[config.mk]
export PLATFORM = sky130hd
export DESIGN_NAME = key_counter_ctrl
export DESIGN_NICKNAME = d
export VERILOG_FILES = /design/src/rtl/key_counter_ctrl.sv
export SDC_FILE = /design/constraint.sdc
export NUM_CORES = 1
export LEC_CHECK = 0
export BUFFER_PORTS_ARGS = -buffer_cell sky130_fd_sc_hd__buf_2
export CAP_MARGIN = 20
export CORE_MARGIN = 4
export CORE_UTILIZATION = 60
export DETAILED_ROUTE_END_ITERATION = 16
export MAX_ROUTING_LAYER = met4
export PLACE_DENSITY = 0.88
export SYNTH_ARGS = -nofsm -noshare
export SYNTH_HDL_FRONTEND = slang
export SYNTH_SLANG_ARGS = --single-unit
[constraint.sdc]
create_clock -name clk -period 10.1 [get_ports clk]
set_clock_uncertainty 0.2 [all_clocks]
set_input_delay 2.02 -clock clk [delete_from_list [all_inputs] [get_ports clk]]
set_output_delay 2.02 -clock clk [all_outputs]
set_load 0.01 [all_outputs]
[src/rtl/key_counter_ctrl.sv]
`default_nettype none
// ============================================================================
// Module   : key_counter_ctrl
// Brief    : Up/down/clear press counter with fixed key priority, rising-edge
//            key detection, long-press auto-repeat and modulo wrap flag.
// Revision : 1.0  initial release
// ============================================================================
module key_counter_ctrl #(
   parameter int WIDTH         = 8,
   parameter int HOLD_CYCLES   = 500,
   parameter int REPEAT_CYCLES = 100
) (
   input  logic             clk,
   input  logic             rst_n,
   input  logic             key_up,
   input  logic             key_down,
   input  logic             key_clr,
   output logic [WIDTH-1:0] count,
   output logic             wrap,
   output logic             repeat_active,
   output logic [1:0]       state
);

   // One timer serves both the hold and the repeat intervals.
   localparam int TIMER_MAX = (HOLD_CYCLES > REPEAT_CYCLES) ? HOLD_CYCLES : REPEAT_CYCLES;
   localparam int TIMER_W   = $clog2(TIMER_MAX);

   localparam logic [TIMER_W-1:0] HOLD_LAST   = TIMER_W'(HOLD_CYCLES - 1);
   localparam logic [TIMER_W-1:0] REPEAT_LAST = TIMER_W'(REPEAT_CYCLES - 1);
   localparam logic [WIDTH-1:0]   COUNT_MAX   = '1;
   localparam logic [WIDTH-1:0]   COUNT_ZERO  = '0;

   typedef enum logic [1:0] {
      S_IDLE   = 2'd0,
      S_PRESS  = 2'd1,
      S_REPEAT = 2'd2
   } state_t;

   typedef enum logic [1:0] {
      OWN_NONE = 2'd0,
      OWN_UP   = 2'd1,
      OWN_DOWN = 2'd2,
      OWN_CLR  = 2'd3
   } owner_t;

   state_t               state_q, state_d;
   owner_t               owner_q, owner_d;
   logic [TIMER_W-1:0]   timer_q, timer_d;
   logic [WIDTH-1:0]     count_q, count_d;
   logic                 wrap_q, wrap_d;
   logic                 repeat_active_q, repeat_active_d;
   logic                 key_up_q, key_down_q, key_clr_q;

   logic                 rise_up, rise_down, rise_clr;
   logic                 owner_level;
   logic                 step_en;
   owner_t               step_sel;

   assign rise_up   = key_up   & ~key_up_q;
   assign rise_down = key_down & ~key_down_q;
   assign rise_clr  = key_clr  & ~key_clr_q;

   // Current level of whichever key owns the FSM; no owner reads as released.
   always_comb begin
      owner_level = 1'b0;
      case (owner_q)
         OWN_UP:   owner_level = key_up;
         OWN_DOWN: owner_level = key_down;
         OWN_CLR:  owner_level = key_clr;
         default:  owner_level = 1'b0;
      endcase
   end

   // FSM next state, owner/timer update and step request.
   always_comb begin
      state_d  = state_q;
      owner_d  = owner_q;
      timer_d  = timer_q;
      step_en  = 1'b0;
      step_sel = owner_q;
      case (state_q)
         S_PRESS: begin
            if (!owner_level) begin
               state_d = S_IDLE;
               owner_d = OWN_NONE;
               timer_d = '0;
            end else if (timer_q == HOLD_LAST) begin
               // Clear never auto-repeats: timer parks at its terminal value.
               if (owner_q != OWN_CLR) begin
                  step_en = 1'b1;
                  timer_d = '0;
                  state_d = S_REPEAT;
               end
            end else begin
               timer_d = timer_q + 1'b1;
            end
         end
         S_REPEAT: begin
            // Release takes precedence over a coinciding repeat expiry.
            if (!owner_level) begin
               state_d = S_IDLE;
               owner_d = OWN_NONE;
               timer_d = '0;
            end else if (timer_q == REPEAT_LAST) begin
               step_en = 1'b1;
               timer_d = '0;
            end else begin
               timer_d = timer_q + 1'b1;
            end
         end
         default: begin
            // IDLE, and the unused encoding which behaves as IDLE.
            state_d = S_IDLE;
            owner_d = OWN_NONE;
            timer_d = '0;
            if (rise_clr || rise_up || rise_down) begin
               if (rise_clr) begin
                  step_sel = OWN_CLR;
               end else if (rise_up) begin
                  step_sel = OWN_UP;
               end else begin
                  step_sel = OWN_DOWN;
               end
               step_en = 1'b1;
               owner_d = step_sel;
               state_d = S_PRESS;
            end
         end
      endcase
   end

   // Counter datapath: apply the selected step and flag modulo wrap.
   always_comb begin
      count_d = count_q;
      wrap_d  = 1'b0;
      if (step_en) begin
         case (step_sel)
            OWN_UP: begin
               count_d = count_q + 1'b1;
               wrap_d  = (count_q == COUNT_MAX);
            end
            OWN_DOWN: begin
               count_d = count_q - 1'b1;
               wrap_d  = (count_q == COUNT_ZERO);
            end
            OWN_CLR: begin
               count_d = '0;
            end
            default: begin
               count_d = count_q;
            end
         endcase
      end
      repeat_active_d = (state_d == S_REPEAT);
   end

   // State, counter and key-history registers with synchronous reset.
   always_ff @(posedge clk) begin
      if (!rst_n) begin
         state_q         <= S_IDLE;
         owner_q         <= OWN_NONE;
         timer_q         <= '0;
         count_q         <= '0;
         wrap_q          <= 1'b0;
         repeat_active_q <= 1'b0;
         key_up_q        <= 1'b0;
         key_down_q      <= 1'b0;
         key_clr_q       <= 1'b0;
      end else begin
         state_q         <= state_d;
         owner_q         <= owner_d;
         timer_q         <= timer_d;
         count_q         <= count_d;
         wrap_q          <= wrap_d;
         repeat_active_q <= repeat_active_d;
         key_up_q        <= key_up;
         key_down_q      <= key_down;
         key_clr_q       <= key_clr;
      end
   end

   assign count         = count_q;
   assign wrap          = wrap_q;
   assign repeat_active = repeat_active_q;
   assign state         = state_q;

endmodule
`default_nettype wire
=== After elaboration in Yosys (flattened, before gate mapping) ===
Index checks and enable logic that the tools add are counted.

* Flip-flop bits (word level): 26
* Latch bits: 0
* Bits in writable memories: 0
* Bits in read-only memories: 0
* Bits of input ports: 5
* Output and inout bits: 12
* Word-level logic and storage cells: 69
* Memories kept: 0

* Add/sub/neg operators: 3
* Multipliers: 0
* Divide/modulo/power cells: 0
* Magnitude comparators: 0
* Equality and inequality tests: 15
* Shift operators: 0
* Mux-type cells: 29
* Bitwise operators: 6
* Reduce and logical (&&, ||, !) cells: 7

{| class="wikitable"
|+ Operator list
! operator !! number
|-
| two-way mux 9 bit || 5
|-
| one-hot mux 8 bit (3 select lines) || 1
|-
| two-way mux 2 bit || 11
|-
| one-hot mux 9 bit (2 select lines) || 1
|-
| == test 2 bit, second input constant || 6
|-
| adder 9 x 1 -> 9 bit, second input constant || 1
|-
| == test 9 x 7 -> 1 bit, second input constant || 1
|-
| == test 9 bit, second input constant || 1
|-
| adder 8 x 1 -> 8 bit, second input constant || 1
|-
| == test 8 bit, second input constant || 1
|-
| zero test 8 bit || 1
|-
| subtractor 8 x 1 -> 8 bit, second input constant || 1
|-
| two-way mux 1 bit || 7
|-
| == test 2 x 1 -> 1 bit, second input constant || 3
|-
| != test 2 bit, second input constant || 2
|-
| != test 4 bit, second input constant || 1
|-
| one-hot mux 1 bit (2 select lines) || 2
|-
| one-hot mux 2 bit (2 select lines) || 1
|-
| AND reduction 2 bit || 2
|-
| AND 1 bit || 3
|-
| NOT 1 bit || 3
|-
| one-hot mux 1 bit (3 select lines) || 1
|-
| nonzero test 3 bit || 1
|-
| logical OR 1 bit || 2
|-
| OR reduction 2 bit || 1
|}

=== Longest topological paths before layout ===
Gate-level depths: netlist (run 1).

* Word-level depth: 9
* Depth in mapped cells: 15
* Mapped depth without buffers: 14

=== Worst setup path after synthesis (run 1) ===
Ideal clock, no wire load.

* Kind: input -> register
* Start point: input key_clr
* End point: register count_q[7] (netlist: count[7])
* Setup time: 74 ps
* Arrival time: 4,590 ps
* Required time: 9,826 ps
* Setup slack: 5,236 ps
* Stages on the path: 13
* Buffers on the path: 1
* Cell sequence: nor2b_1 > o21ai_0 > nand2_1 > o21a_1 > ha_1 > ha_1 > buf_1 > nand3_1 > a221o_1 > o41ai_1 > mux2i_1 > or4_1 > a31oi_1

* Longest elaborated chain between the ends: 8
* Elaborated cells on any way between the ends: 17
* Those cells by class: eq/ne: 3; mux: 9; bitwise: 1; reduce/logical: 4

{| class="wikitable"
|+ RTL lines
! item !! RTL line !! source
|-
| start, declared || 17 || <nowiki>input logic key_clr,</nowiki>
|-
| AND 1 bit || 61 || <nowiki>assign rise_clr = key_clr & ~key_clr_q;</nowiki>
|-
| logical OR 1 bit (2 in a row) || 116 || <nowiki>if (rise_clr || rise_up || rise_down) begin</nowiki>
|-
| two-way mux 2 bit || 116 ||
|-
| two-way mux 2 bit || 81 || <nowiki>case (state_q)</nowiki>
|-
| == test 2 bit / == test 2 x 1 -> 1 bit (equally long branches) || 137 || <nowiki>case (step_sel)</nowiki>
|-
| nonzero test 3 bit (no line) || -- ||
|-
| AND reduction 2 bit (no line) || -- ||
|-
| end signal, assigned || 173 || <nowiki>count_q <= count_d;</nowiki>
|-
| end, declared || 49 || <nowiki>logic [WIDTH-1:0] count_q, count_d;</nowiki>
|}

Parallel ways exist; a longest one is shown, timed or not.
A chain may end at the register's enable or synchronous reset.

=== Final worst setup path (run 1) ===
Same ends and word-level chain as after synthesis.

==> results.sh, run 1 <==
export IMPL_cts_max_level=1
export IMPL_drtIter0Drc=126
export IMPL_leakage_power_summed_over_all_cells_nw=0.704
export IMPL_synth_compound_area_share_pct=19.4
export IMPL_numPortBuffers=16
export IMPL_setup_viol=0
export IMPL_critPathBufInv=1
export IMPL_final_min_period_over_clock_period_pct=49.9
export IMPL_first_global_vias=1454
export IMPL_power_net_switching_mw=0.0970
export IMPL_most_common_cell_on_crit_path="sky130_fd_sc_hd__ha_1"
export IMPL_synthArstFlopShare_pct=0
export IMPL_grt_start_max_net_pins=19
export IMPL_post_route_cells_drive_above_1_share_pct=10.2
export IMPL_timing_final_crit_period_ps=5040
export IMPL_p_per_area_mw_per_mm2=151
export IMPL_crit_path_max_incr_delay_ps=520
export IMPL_timing_max_slew_rel_slack_pct=53.8
export IMPL_post_route_cell_area_sq_mm=0.00187
export IMPL_routed_via_count=1624
export IMPL_clock_sinks=26
export IMPL_clkPwrFrac_pct=26.6
export IMPL_fin_tns_setup_ps=0
export IMPL_post_cts_repair_setup_buffers=0
export IMPL_drc=0
export IMPL_synthesis_yosys_warnings=0
export IMPL_grt_antenna_before_repair=0
export IMPL_p_total_mw=0.282
export IMPL_clock_root_buffer="sky130_fd_sc_hd__clkbuf_4"
export IMPL_worst_ir_drop_vdd_mv=0.108
export IMPL_grt_setup_unrepaired="no"
export IMPL_edff_count_synth=0
export IMPL_total_grt_usage_pct=22.6
export IMPL_combinational_family_with_the_most_area_after_synthesis="simple AND/OR/NAND/NOR gates"
export IMPL_total_detailed_routing_wirelength_mm=3.76
export IMPL_report_final_slew_viol_count=0
export IMPL_fin_hold_ws_ps=288
export IMPL_syn_area_sq_mm=0.00175
export IMPL_nNetsFinal=253
export IMPL_ios=17
export IMPL_standard_cell_core_area_sq_mm=0.00276
export IMPL_place_detailed_instances=263
export IMPL_post_synth_mux_area_share_pct=1.72
export IMPL_critPathKind="in -> reg"
export IMPL_cts_buffers=3
export IMPL_hold_class="reg -> reg"
export IMPL_count_of_inserted_antenna_diode_cells=0
export IMPL_instances_no_fill=267
export IMPL_grt_pass1_wl_mm=6.48
export IMPL_multi_input_gate_area_in_the_final_layout_sq_mm=0.00114
export IMPL_dieArea_sq_mm=0.00384
export IMPL_critPathArrivalTime_ps=5110
export IMPL_clock_path_buffers=2
export IMPL_postRouteAntennaNets=0
export IMPL_post_cts_resize_count=0
export IMPL_power_share_of_the_sequential_group_pct=43.4
export IMPL_post_synth_xor_xnor_area_pct=5.01
export IMPL_die_height_um=62.0
export IMPL_required_ps=10170
export IMPL_postLayoutSetupSlackWorst_ps=5060
export IMPL_slowest_stage="sky130_fd_sc_hd__ha_1"
export IMPL_crit_fanout=18
export IMPL_maxCapViolations=0
export IMPL_hpwl_mm=2.66
export IMPL_grt_overflow=0
export IMPL_flow_area_growth_from_synthesis_pct=6.81
export IMPL_clock_tree_from_tritoncts="done"
export IMPL_critical_path_top_delay_family="compound AO/OA/AOI/OAI gates"
export IMPL_worstSetupStartpointType="primary input"
export IMPL_routabilityCongestion=0.930
export IMPL_cts_hold_repair_buffers=0
export IMPL_synth_seq_area_share_pct=29.8
export IMPL_p_comb_share_pct=29.9
export IMPL_layout_commonest_cell="sky130_fd_sc_hd__dfxtp_1"
export IMPL_critical_path_cell_chain="buf_2 -> nor2b_1 -> o21ai_0 -> nand2_1 -> o21a_1 -> ha_1 -> ha_1 -> nand3_1 -> a221o_1 -> o41ai_1 -> mux2i_1 -> or4_1 -> a31oi_1"
export IMPL_drt_pre_antenna_iters=4
export IMPL_worst_skew_pair_late_latency_ps=340
export IMPL_cellInternalPower_mw=0.185
export IMPL_starting_density_of_the_core_pct=63.3
export IMPL_route_detailed_wl_per_inst_um=14.1
export IMPL_worstMarginPinSlew_ps=689
export IMPL_critical_path_endpoint_type="flip-flop"
export IMPL_synthCells=228
export IMPL_syn_num_nets=244
export IMPL_outcome="finished clean"
export IMPL_num_rows=19
export IMPL_syn_area_per_cell_sq_um=7.66
export IMPL_chipWidth_um=62.0
export IMPL_dominantRegCellSynth="sky130_fd_sc_hd__dfxtp_1"
export IMPL_post_synth_and_or_nand_nor_area_fraction_pct=31.0
export IMPL_synth_adder_area_share_pct=7.88
export IMPL_vias_per_cell=6.08
export IMPL_pre_cts_ws_ps=4770
export IMPL_regArea_sq_um=520
export IMPL_fillerInstances=235
export IMPL_hold_viol=0
export IMPL_synthDistinctLibCells=45
export IMPL_fmax_mhz=198
export IMPL_layout_common_cells="sky130_fd_sc_hd__dfxtp_1 (26), sky130_fd_sc_hd__nand2_1 (24), sky130_fd_sc_hd__nor2_1 (23)"
export IMPL_final_core_utilization_pct=67.6
export IMPL_power_share_switching_pct=34.4
export IMPL_dpl_cell_area_sq_mm=0.00181
export IMPL_synth_seq_cells=26
export IMPL_worst_setup_hold_path_clk_slew_ps=150
synth_stat cells, types with 4 or more instances:
library cell	number	area, sq um
sky130_fd_sc_hd__inv_1	10	37.5
sky130_fd_sc_hd__nor2_1	23	86.3
sky130_fd_sc_hd__dfxtp_1	26	521
sky130_fd_sc_hd__o21ai_0	10	50.1
sky130_fd_sc_hd__nand2b_1	4	25.0
sky130_fd_sc_hd__nor3_1	6	30.0
sky130_fd_sc_hd__xnor2_1	7	61.3
sky130_fd_sc_hd__a21oi_1	20	100
sky130_fd_sc_hd__clkbuf_1	10	37.5
sky130_fd_sc_hd__ha_1	11	138
sky130_fd_sc_hd__nor3b_1	4	30.0
sky130_fd_sc_hd__nand3b_1	6	45.0
sky130_fd_sc_hd__and3_1	4	25.0
sky130_fd_sc_hd__nand2_1	24	90.1
sky130_fd_sc_hd__nand3_1	8	40.0
sky130_fd_sc_hd__nor2b_1	4	25.0
sky130_fd_sc_hd__and2_1	5	31.3
power by group through the flow:
stage / Clock [mW] / Sequential (mW) / Combinational (mW)
global placement: 0 / 0.124 / 0.0809
global route: 0.0802 / 0.124 / 0.0953
finish: 0.0750 / 0.122 / 0.0843
detailed placement: 0 / 0.124 / 0.0826
floorplan: 0 / 0.120 / 0.0672
CTS: 0.0754 / 0.122 / 0.0831
registers in the layout (all words and copies together) (netlist names):
register and cells:
state 2, key_clr_q 1, key_up_q 1, key_down_q 1, timer_q 9, repeat_active 1
count 8, owner_q 2, wrap 1
worst min-delay path: stages (launching register included):
cell,delay (ps)
sky130_fd_sc_hd__dfxtp_1,350
sky130_fd_sc_hd__nand2_1,60
sky130_fd_sc_hd__a21oi_1,50
cell type report:
class	count	share of cell area, %
clock buffers	3	1.21
well taps	31	2.08
multi-input cells	180	60.9
repair buffers	16	4.29
clock inverters	1	1.61
inverters	10	2.01
flip-flops and latches	26	27.9
per-layer routing:
| metal | up-vias | global-route usage [%] | routed length [um] |
|---|---|---|---|
| li1 | 826 | - | - |
| met1 | 740 | 31.9 | 1830 |
| met2 | 51 | 32.2 | 1610 |
| met3 | 7 | 3.72 | 263 |
| met4 | 0 | 7.88 | 59 |
| met5 | - | - | 0 |
kinds of logic after synthesis:
logic type	Yosys count
flip-flops	26
multiplexers	3
XOR/XNOR	10
AO/OA/AOI/OAI	52
AND/OR/NAND/NOR	104
adder cells (fa/ha/maj)	11
buffers and inverters	22
worst paths after layout:
check	start	to	cells after the start	slack, ps
max	key_clr	count[7]	13	5060
max reg2reg	state[0]	count[7]	13	6240
min	timer_q[1]	timer_q[1]	2	290
min reg2reg	timer_q[1]	timer_q[1]	2	290
Power figures use the tool's default switching activity.
==> inputs of run 2 (changes only) <==
- ABC_AREA: not set -> 1
- CORE_UTILIZATION: 60 -> 59
- PLACE_DENSITY: 0.88 -> 0.86
- clock period: 10.1 -> 5.3 ns (I/O delays scaled with it)
==> run 2 against run 1 <==
Sequential share of layout area fell by 0.68 points. Via count rose by 2.8%. First-iteration DRC count fell by 22%. Critical endpoint is now count[6]. Area after synthesis rose by 2.9%. Non-clock buffer count did not move. Synthesized cell count rose by 15%. Cell count rose by 16%.
==> results.sh, run 2 <==
export IMPL_outcome="finished clean"
export IMPL_post_cts_repair_setup_buffers=0
export IMPL_fmax_mhz=272
export IMPL_most_common_cell_on_crit_path="sky130_fd_sc_hd__inv_1"
export IMPL_syn_num_nets=279
export IMPL_synthCells=263
export IMPL_postRouteAntennaNets=0
export IMPL_synthTopCellsByArea="sky130_fd_sc_hd__dfxtp_1 (29%), sky130_fd_sc_hd__nand2_1 (12%), sky130_fd_sc_hd__inv_1 (8.8%)"
export IMPL_dominantRegCellSynth="sky130_fd_sc_hd__dfxtp_1"
export IMPL_die_height_um=63.2
export IMPL_final_min_period_over_clock_period_pct=69.3
export IMPL_num_rows=19
export IMPL_drc=0
export IMPL_slowest_stage="sky130_fd_sc_hd__ha_1"
export IMPL_routabilityCongestion=0.891
export IMPL_nNetsFinal=297
export IMPL_critPathBufInv=6
export IMPL_synthesis_yosys_warnings=0
export IMPL_hold_viol=0
export IMPL_first_global_vias=1568
export IMPL_worst_ir_drop_vdd_mv=0.189
export IMPL_cts_max_level=1
export IMPL_grt_setup_unrepaired="no"
export IMPL_starting_density_of_the_core_pct=63.6
export IMPL_worst_setup_hold_path_clk_slew_ps=130
export IMPL_setup_viol=0
export IMPL_post_cts_resize_count=0
export IMPL_drtIter0Drc=98
export IMPL_grt_pass1_wl_mm=6.67
export IMPL_drt_pre_antenna_iters=4
export IMPL_power_share_switching_pct=38.5
export IMPL_critPathKind="in -> reg"
export IMPL_timing_final_crit_period_ps=3670
export IMPL_post_route_cells_drive_above_1_share_pct=16.1
export IMPL_route_detailed_wl_per_inst_um=12.1
export IMPL_synthArstFlopShare_pct=0
export IMPL_layout_commonest_cell="sky130_fd_sc_hd__nand2_1"
export IMPL_clock_tree_from_tritoncts="done"
export IMPL_total_grt_usage_pct=20.8
export IMPL_report_final_slew_viol_count=0
export IMPL_critical_path_top_delay_family="compound AO/OA/AOI/OAI gates"
export IMPL_cellInternalPower_mw=0.298
export IMPL_synth_commonest_cells="sky130_fd_sc_hd__nand2_1 (59), sky130_fd_sc_hd__inv_1 (42), sky130_fd_sc_hd__nor2_1 (27)"
export IMPL_largest_register_ff_count=9
export IMPL_syn_area_sq_mm=0.00180
export IMPL_required_ps=5360
export IMPL_synthDistinctLibCells=37
export IMPL_total_detailed_routing_wirelength_mm=3.76
export IMPL_power_share_of_the_sequential_group_pct=46.6
export IMPL_vias_per_cell=5.38
export IMPL_leakage_power_summed_over_all_cells_nw=0.899
export IMPL_cts_buffers=3
export IMPL_p_comb_share_pct=36.3
export IMPL_clock_sinks=26
export IMPL_p_per_area_mw_per_mm2=254
export IMPL_share_of_yosys_cell_area_claimed_by_the_top_area_cell_type_pct=28.9
export IMPL_routed_via_count=1669
export IMPL_chipWidth_um=63.2
export IMPL_dieArea_sq_mm=0.00399
export IMPL_grt_start_max_net_pins=14
export IMPL_hold_class="reg -> reg"
export IMPL_worstMarginPinSlew_ps=392
export IMPL_ios=17
export IMPL_cts_hold_repair_buffers=0
export IMPL_clock_path_buffers=2
export IMPL_syn_area_per_cell_sq_um=6.84
export IMPL_timing_max_slew_rel_slack_pct=73.9
export IMPL_layout_common_cells="sky130_fd_sc_hd__nand2_1 (59), sky130_fd_sc_hd__inv_1 (42), sky130_fd_sc_hd__nor2_1 (27)"
export IMPL_numPortBuffers=16
export IMPL_synth_seq_area_share_pct=28.9
export IMPL_grt_antenna_before_repair=0
export IMPL_flow_area_growth_from_synthesis_pct=6.33
export IMPL_critical_path_cell_chain="buf_2 -> inv_1 -> o22ai_1 -> inv_1 -> nor2_1 -> nor2_4 -> inv_1 -> o22ai_1 -> inv_1 -> ha_1 -> ha_1 -> inv_1 -> o21bai_1 -> a21oi_1 -> nand2_1 -> nand2_1 -> a21oi_1 -> nand2_1 -> a21oi_1"
export IMPL_grt_overflow=0
export IMPL_synth_most_common_cell="sky130_fd_sc_hd__nand2_1"
export IMPL_count_of_inserted_antenna_diode_cells=0
export IMPL_clock_root_buffer="sky130_fd_sc_hd__clkbuf_4"
export IMPL_fillerInstances=281
export IMPL_critPathArrivalTime_ps=3730
export IMPL_crit_fanout=9
export IMPL_maxCapViolations=0
export IMPL_synth_largest_area_cell="sky130_fd_sc_hd__dfxtp_1"
export IMPL_worstSetupStartpointType="primary input"
export IMPL_hpwl_mm=3.09
export IMPL_standard_cell_core_area_sq_mm=0.00283
export IMPL_critical_path_endpoint_type="flip-flop"
export IMPL_worst_skew_pair_late_latency_ps=320
export IMPL_crit_path_max_incr_delay_ps=420
export IMPL_synth_seq_cells=26
export IMPL_clkPwrFrac_pct=17.1
export IMPL_power_net_switching_mw=0.187
export IMPL_largest_register="timer_q"
export IMPL_fin_hold_ws_ps=311
export IMPL_fin_tns_setup_ps=0
export IMPL_edff_count_synth=0
## run 2: cell count changes in the layout (fill, tap and decap cells not counted), sizes merged, moves of 5 or more
cell	change
nand2	+43
inv	+35
nor2	+11
nand3	+10
and2	-5
nand3b	-5
xnor2	-5
## run 2: power groups by stage
stage	clock network, mW	registers, mW	logic, mW
after floorplan	0	0.231	0.131
after global placement	0	0.230	0.170
after detailed placement	0	0.230	0.174
after CTS	0.0852	0.226	0.175
after global routing	0.0920	0.229	0.197
final	0.0829	0.226	0.176
## run 2: final timing paths
path              start    endpoint  slack (ps)  cells after the start
max              key_up    count[6]        1630                     19
min reg2reg  timer_q[1]  timer_q[1]         310                      2
min          timer_q[1]  timer_q[1]         310                      2
max reg2reg    state[0]    count[6]        1740                     18
## run 2: routing by layer
metal	track usage [%]	share of wire, %	wire, um
met1	26.9	47	1780
met2	33.7	46	1740
met3	4.09	5.3	199
met4	4.31	0.90	34
met5	-	0	0
## run 2: worst reg2reg max path, stage by stage (launching register included)
cell and delay [ps]:
sky130_fd_sc_hd__dfxtp_1 400, sky130_fd_sc_hd__inv_1 60, sky130_fd_sc_hd__ha_1 320, sky130_fd_sc_hd__inv_1 130, sky130_fd_sc_hd__nor2_1 100, sky130_fd_sc_hd__nor2_4 210
sky130_fd_sc_hd__inv_1 90, sky130_fd_sc_hd__o22ai_1 260, sky130_fd_sc_hd__inv_1 140, sky130_fd_sc_hd__ha_1 340, sky130_fd_sc_hd__ha_1 420, sky130_fd_sc_hd__inv_1 90
sky130_fd_sc_hd__o21bai_1 210, sky130_fd_sc_hd__a21oi_1 110, sky130_fd_sc_hd__nand2_1 70, sky130_fd_sc_hd__nand2_1 40, sky130_fd_sc_hd__a21oi_1 130, sky130_fd_sc_hd__nand2_1 60
sky130_fd_sc_hd__a21oi_1 120
## run 2: logic make-up (layout without fill, tap and decap cells)
family | Yosys count | in the layout | share of synthesized area, %
simple gates | 133 | 133 | 36.0
buf+inv | 49 | 65 | 11.3
compound gates | 37 | 37 | 12.7
flops | 26 | 26 | 28.9
fa+ha+maj | 11 | 11 | 7.65
xor+xnor | 7 | 7 | 3.41
## run 2: area by class of cell
type | count | area, sq um | share of cell area (%)
clock buffer | 3 | 22.5 | 1.18
inverter | 46 | 175 | 9.16
multi-input combinational | 188 | 1070 | 56.2
sequential | 26 | 520 | 27.2
tap | 31 | 38.8 | 2.03
timing repair buffer | 16 | 80.1 | 4.19
## run 2: through the flow
stage | power [mW] | instances | utilization [%] | instance area [sq um] | setup slack, ps
2_1_floorplan | 0.362 | 263 | - | 1800 | 1820
3_5_place_dp | 0.404 | 307 | 66.8 | 1890 | 1360
3_3_place_gp | 0.400 | 307 | 66.8 | 1890 | 1470
4_1_cts | 0.486 | 310 | 67.6 | 1910 | 1680
6_report | 0.485 | 310 | 67.6 | 1910 | 1630
5_1_grt | 0.518 | 310 | 67.6 | 1910 | 1410
==> inputs of run 3 (changes only) <==
- CORE_UTILIZATION: 59 -> 53
- PLACE_DENSITY: 0.86 -> 0.82
- clock period: 5.3 -> 3.35 ns (I/O delays scaled with it)
==> run 3 against run 2 <==
Die area rose by 9.9%. Sequential cell count did not move. Global-route usage fell by 1.5 points. Core utilization fell by 3.4 points. Sequential share of layout area fell by 1.4 points. Via count rose by 1.1%. Clock-buffer cell count did not move. Setup slack got worse by 1300 ps. Sequential power rose by 59%. Combinational power rose by 71%. Critical path type is now reg -> reg. Critical endpoint unchanged. Largest cell class unchanged.
==> results.sh, run 3 (synthesis results as in run 2) <==
export IMPL_crit_path_max_incr_delay_ps=380
export IMPL_required_ps=3410
export IMPL_critPathKind="reg -> reg"
export IMPL_grt_antenna_before_repair=0
export IMPL_fillerInstances=300
export IMPL_chipWidth_um=66.2
export IMPL_critical_path_cell_chain="inv_1 -> ha_1 -> nand2_1 -> nor2_1 -> nor2_4 -> inv_1 -> o22ai_2 -> inv_1 -> ha_2 -> inv_4 -> nand2_1 -> nand2_1 -> inv_1 -> ha_1 -> inv_1 -> nand2_1 -> nand4_1 -> nand2_1 -> nand2_1 -> a21oi_1 -> nand2_1 -> a21oi_1"
export IMPL_total_detailed_routing_wirelength_mm=3.69
export IMPL_regArea_sq_um=522
export IMPL_power_net_switching_mw=0.305
export IMPL_fin_tns_setup_ps=0
export IMPL_p_total_mw=0.874
export IMPL_report_final_slew_viol_count=0
export IMPL_dpl_cell_area_sq_mm=0.00196
export IMPL_drtIter0Drc=79
export IMPL_final_min_period_over_clock_period_pct=90.7
export IMPL_fmax_mhz=329
export IMPL_routed_via_count=1688
export IMPL_critical_path_endpoint_type="flip-flop"
export IMPL_p_per_area_mw_per_mm2=432
export IMPL_timing_max_slew_rel_slack_pct=74.1
export IMPL_leakage_power_summed_over_all_cells_nw=0.949
export IMPL_die_height_um=66.2
export IMPL_worst_setup_hold_path_clk_slew_ps=130
export IMPL_cts_buffers=3
export IMPL_clock_tree_from_tritoncts="done"
export IMPL_num_rows=20
export IMPL_p_comb_share_pct=34.4
export IMPL_grt_pass1_wl_mm=6.59
export IMPL_worstMarginPinSlew_ps=385
export IMPL_post_route_cells_drive_above_1_share_pct=19.9
export IMPL_clkPwrFrac_pct=24.6
export IMPL_clock_sinks=26
export IMPL_setup_viol=0
export IMPL_power_share_switching_pct=34.8
export IMPL_worst_skew_pair_late_latency_ps=330
export IMPL_critPathArrivalTime_ps=3100
export IMPL_instances_no_fill=331
export IMPL_grt_overflow=0
export IMPL_most_common_cell_on_crit_path="sky130_fd_sc_hd__nand2_1"
export IMPL_worstSetupStartpointType="flip-flop"
export IMPL_count_of_inserted_antenna_diode_cells=0
export IMPL_final_core_utilization_pct=64.2
export IMPL_outcome="finished clean"
export IMPL_clock_root_buffer="sky130_fd_sc_hd__clkbuf_4"
export IMPL_numPortBuffers=16
export IMPL_multi_input_gate_area_in_the_final_layout_sq_mm=0.00109
export IMPL_hpwl_mm=2.94
export IMPL_worst_ir_drop_vdd_mv=0.398
export IMPL_total_grt_usage_pct=19.3
export IMPL_grt_setup_unrepaired="no"
export IMPL_crit_fanout=9
export IMPL_slowest_stage="sky130_fd_sc_hd__dfxtp_2"
export IMPL_starting_density_of_the_core_pct=57.0
export IMPL_drt_pre_antenna_iters=4
export IMPL_postRouteAntennaNets=0
export IMPL_routabilityCongestion=0.892
export IMPL_hold_viol=0
export IMPL_nNetsFinal=304
export IMPL_clock_path_buffers=2
export IMPL_maxCapViolations=0
export IMPL_cts_max_level=1
export IMPL_flow_area_growth_from_synthesis_pct=12.5
export IMPL_largest_register_ff_count=9
export IMPL_hold_class="reg -> reg"
export IMPL_pre_cts_ws_ps=14.9
export IMPL_drc=0
export IMPL_dieArea_sq_mm=0.00439
export IMPL_largest_register="timer_q"
export IMPL_first_global_vias=1530
export IMPL_postLayoutSetupSlackWorst_ps=310
export IMPL_place_detailed_instances=327
export IMPL_rrSetupSlack_ps=310
export IMPL_power_share_of_the_sequential_group_pct=41.0
export IMPL_vias_per_cell=5.10
export IMPL_grt_start_max_net_pins=16
export IMPL_layout_commonest_cell="sky130_fd_sc_hd__nand2_1"
export IMPL_post_route_cell_area_sq_mm=0.00202
export IMPL_standard_cell_core_area_sq_mm=0.00315
export IMPL_cellInternalPower_mw=0.570
export IMPL_layout_common_cells="sky130_fd_sc_hd__nand2_1 (59), sky130_fd_sc_hd__inv_1 (42), sky130_fd_sc_hd__nor2_1 (26)"
export IMPL_route_detailed_wl_per_inst_um=11.1
export IMPL_ios=17
export IMPL_fin_hold_ws_ps=301
export IMPL_timing_final_crit_period_ps=3040
-- run 3: final timing paths --
path | end | startpoint | depth (start not counted)
worst max-delay path | count[6] | state[0] | 22
worst min register to register | timer_q[1] | timer_q[1] | 2
worst min-delay path | timer_q[1] | timer_q[1] | 2
worst max register to register | count[6] | state[0] | 22
-- run 3: worst max-delay path, delay by kind of cell (launching register included) --
| family | cells | cell delay (ps) |
|---|---|---|
| compound gates | 3 | 350 |
| fa+ha+maj | 3 | 760 |
| buf+inv | 6 | 360 |
| flops | 1 | 380 |
| simple gates | 10 | 930 |
-- run 3: routing by layer --
metal,up-vias,track usage [%],part of all wire [%]
met5,-,-,0
met4,0,4.31,0.71
met3,4,4.42,6.2
met2,48,29.2,44
met1,745,26.0,49
li1,891,-,-
-- run 3: area by class of cell --
type                    count  share of cell area (%)
clock buffers               3                    1.11
repair buffers             23                    6.56
flip-flops and latches     26                    25.8
multi-input cells         188                    53.7
clock inverters             1                    1.48
well taps                  44                    2.72
inverters                  46                    8.66
-- run 3: power by group through the flow --
stage                     Clock (mW)  Combinational (mW)  Sequential [mW]
after floorplan                    0               0.207            0.366
after global placement             0               0.290            0.364
after detailed placement           0               0.293            0.365
after CTS                      0.221               0.295            0.358
after global routing           0.235               0.340            0.362
final                          0.215               0.301            0.359
-- run 3: repair_timing --
| item | CTS | global route |
|---|---|---|
| endpoints found under the setup margin | 0 | 6 |
| resized for setup | 0 | 4 |
| hold buffers | 0 | 0 |
| buffers inserted | 0 | 0 |
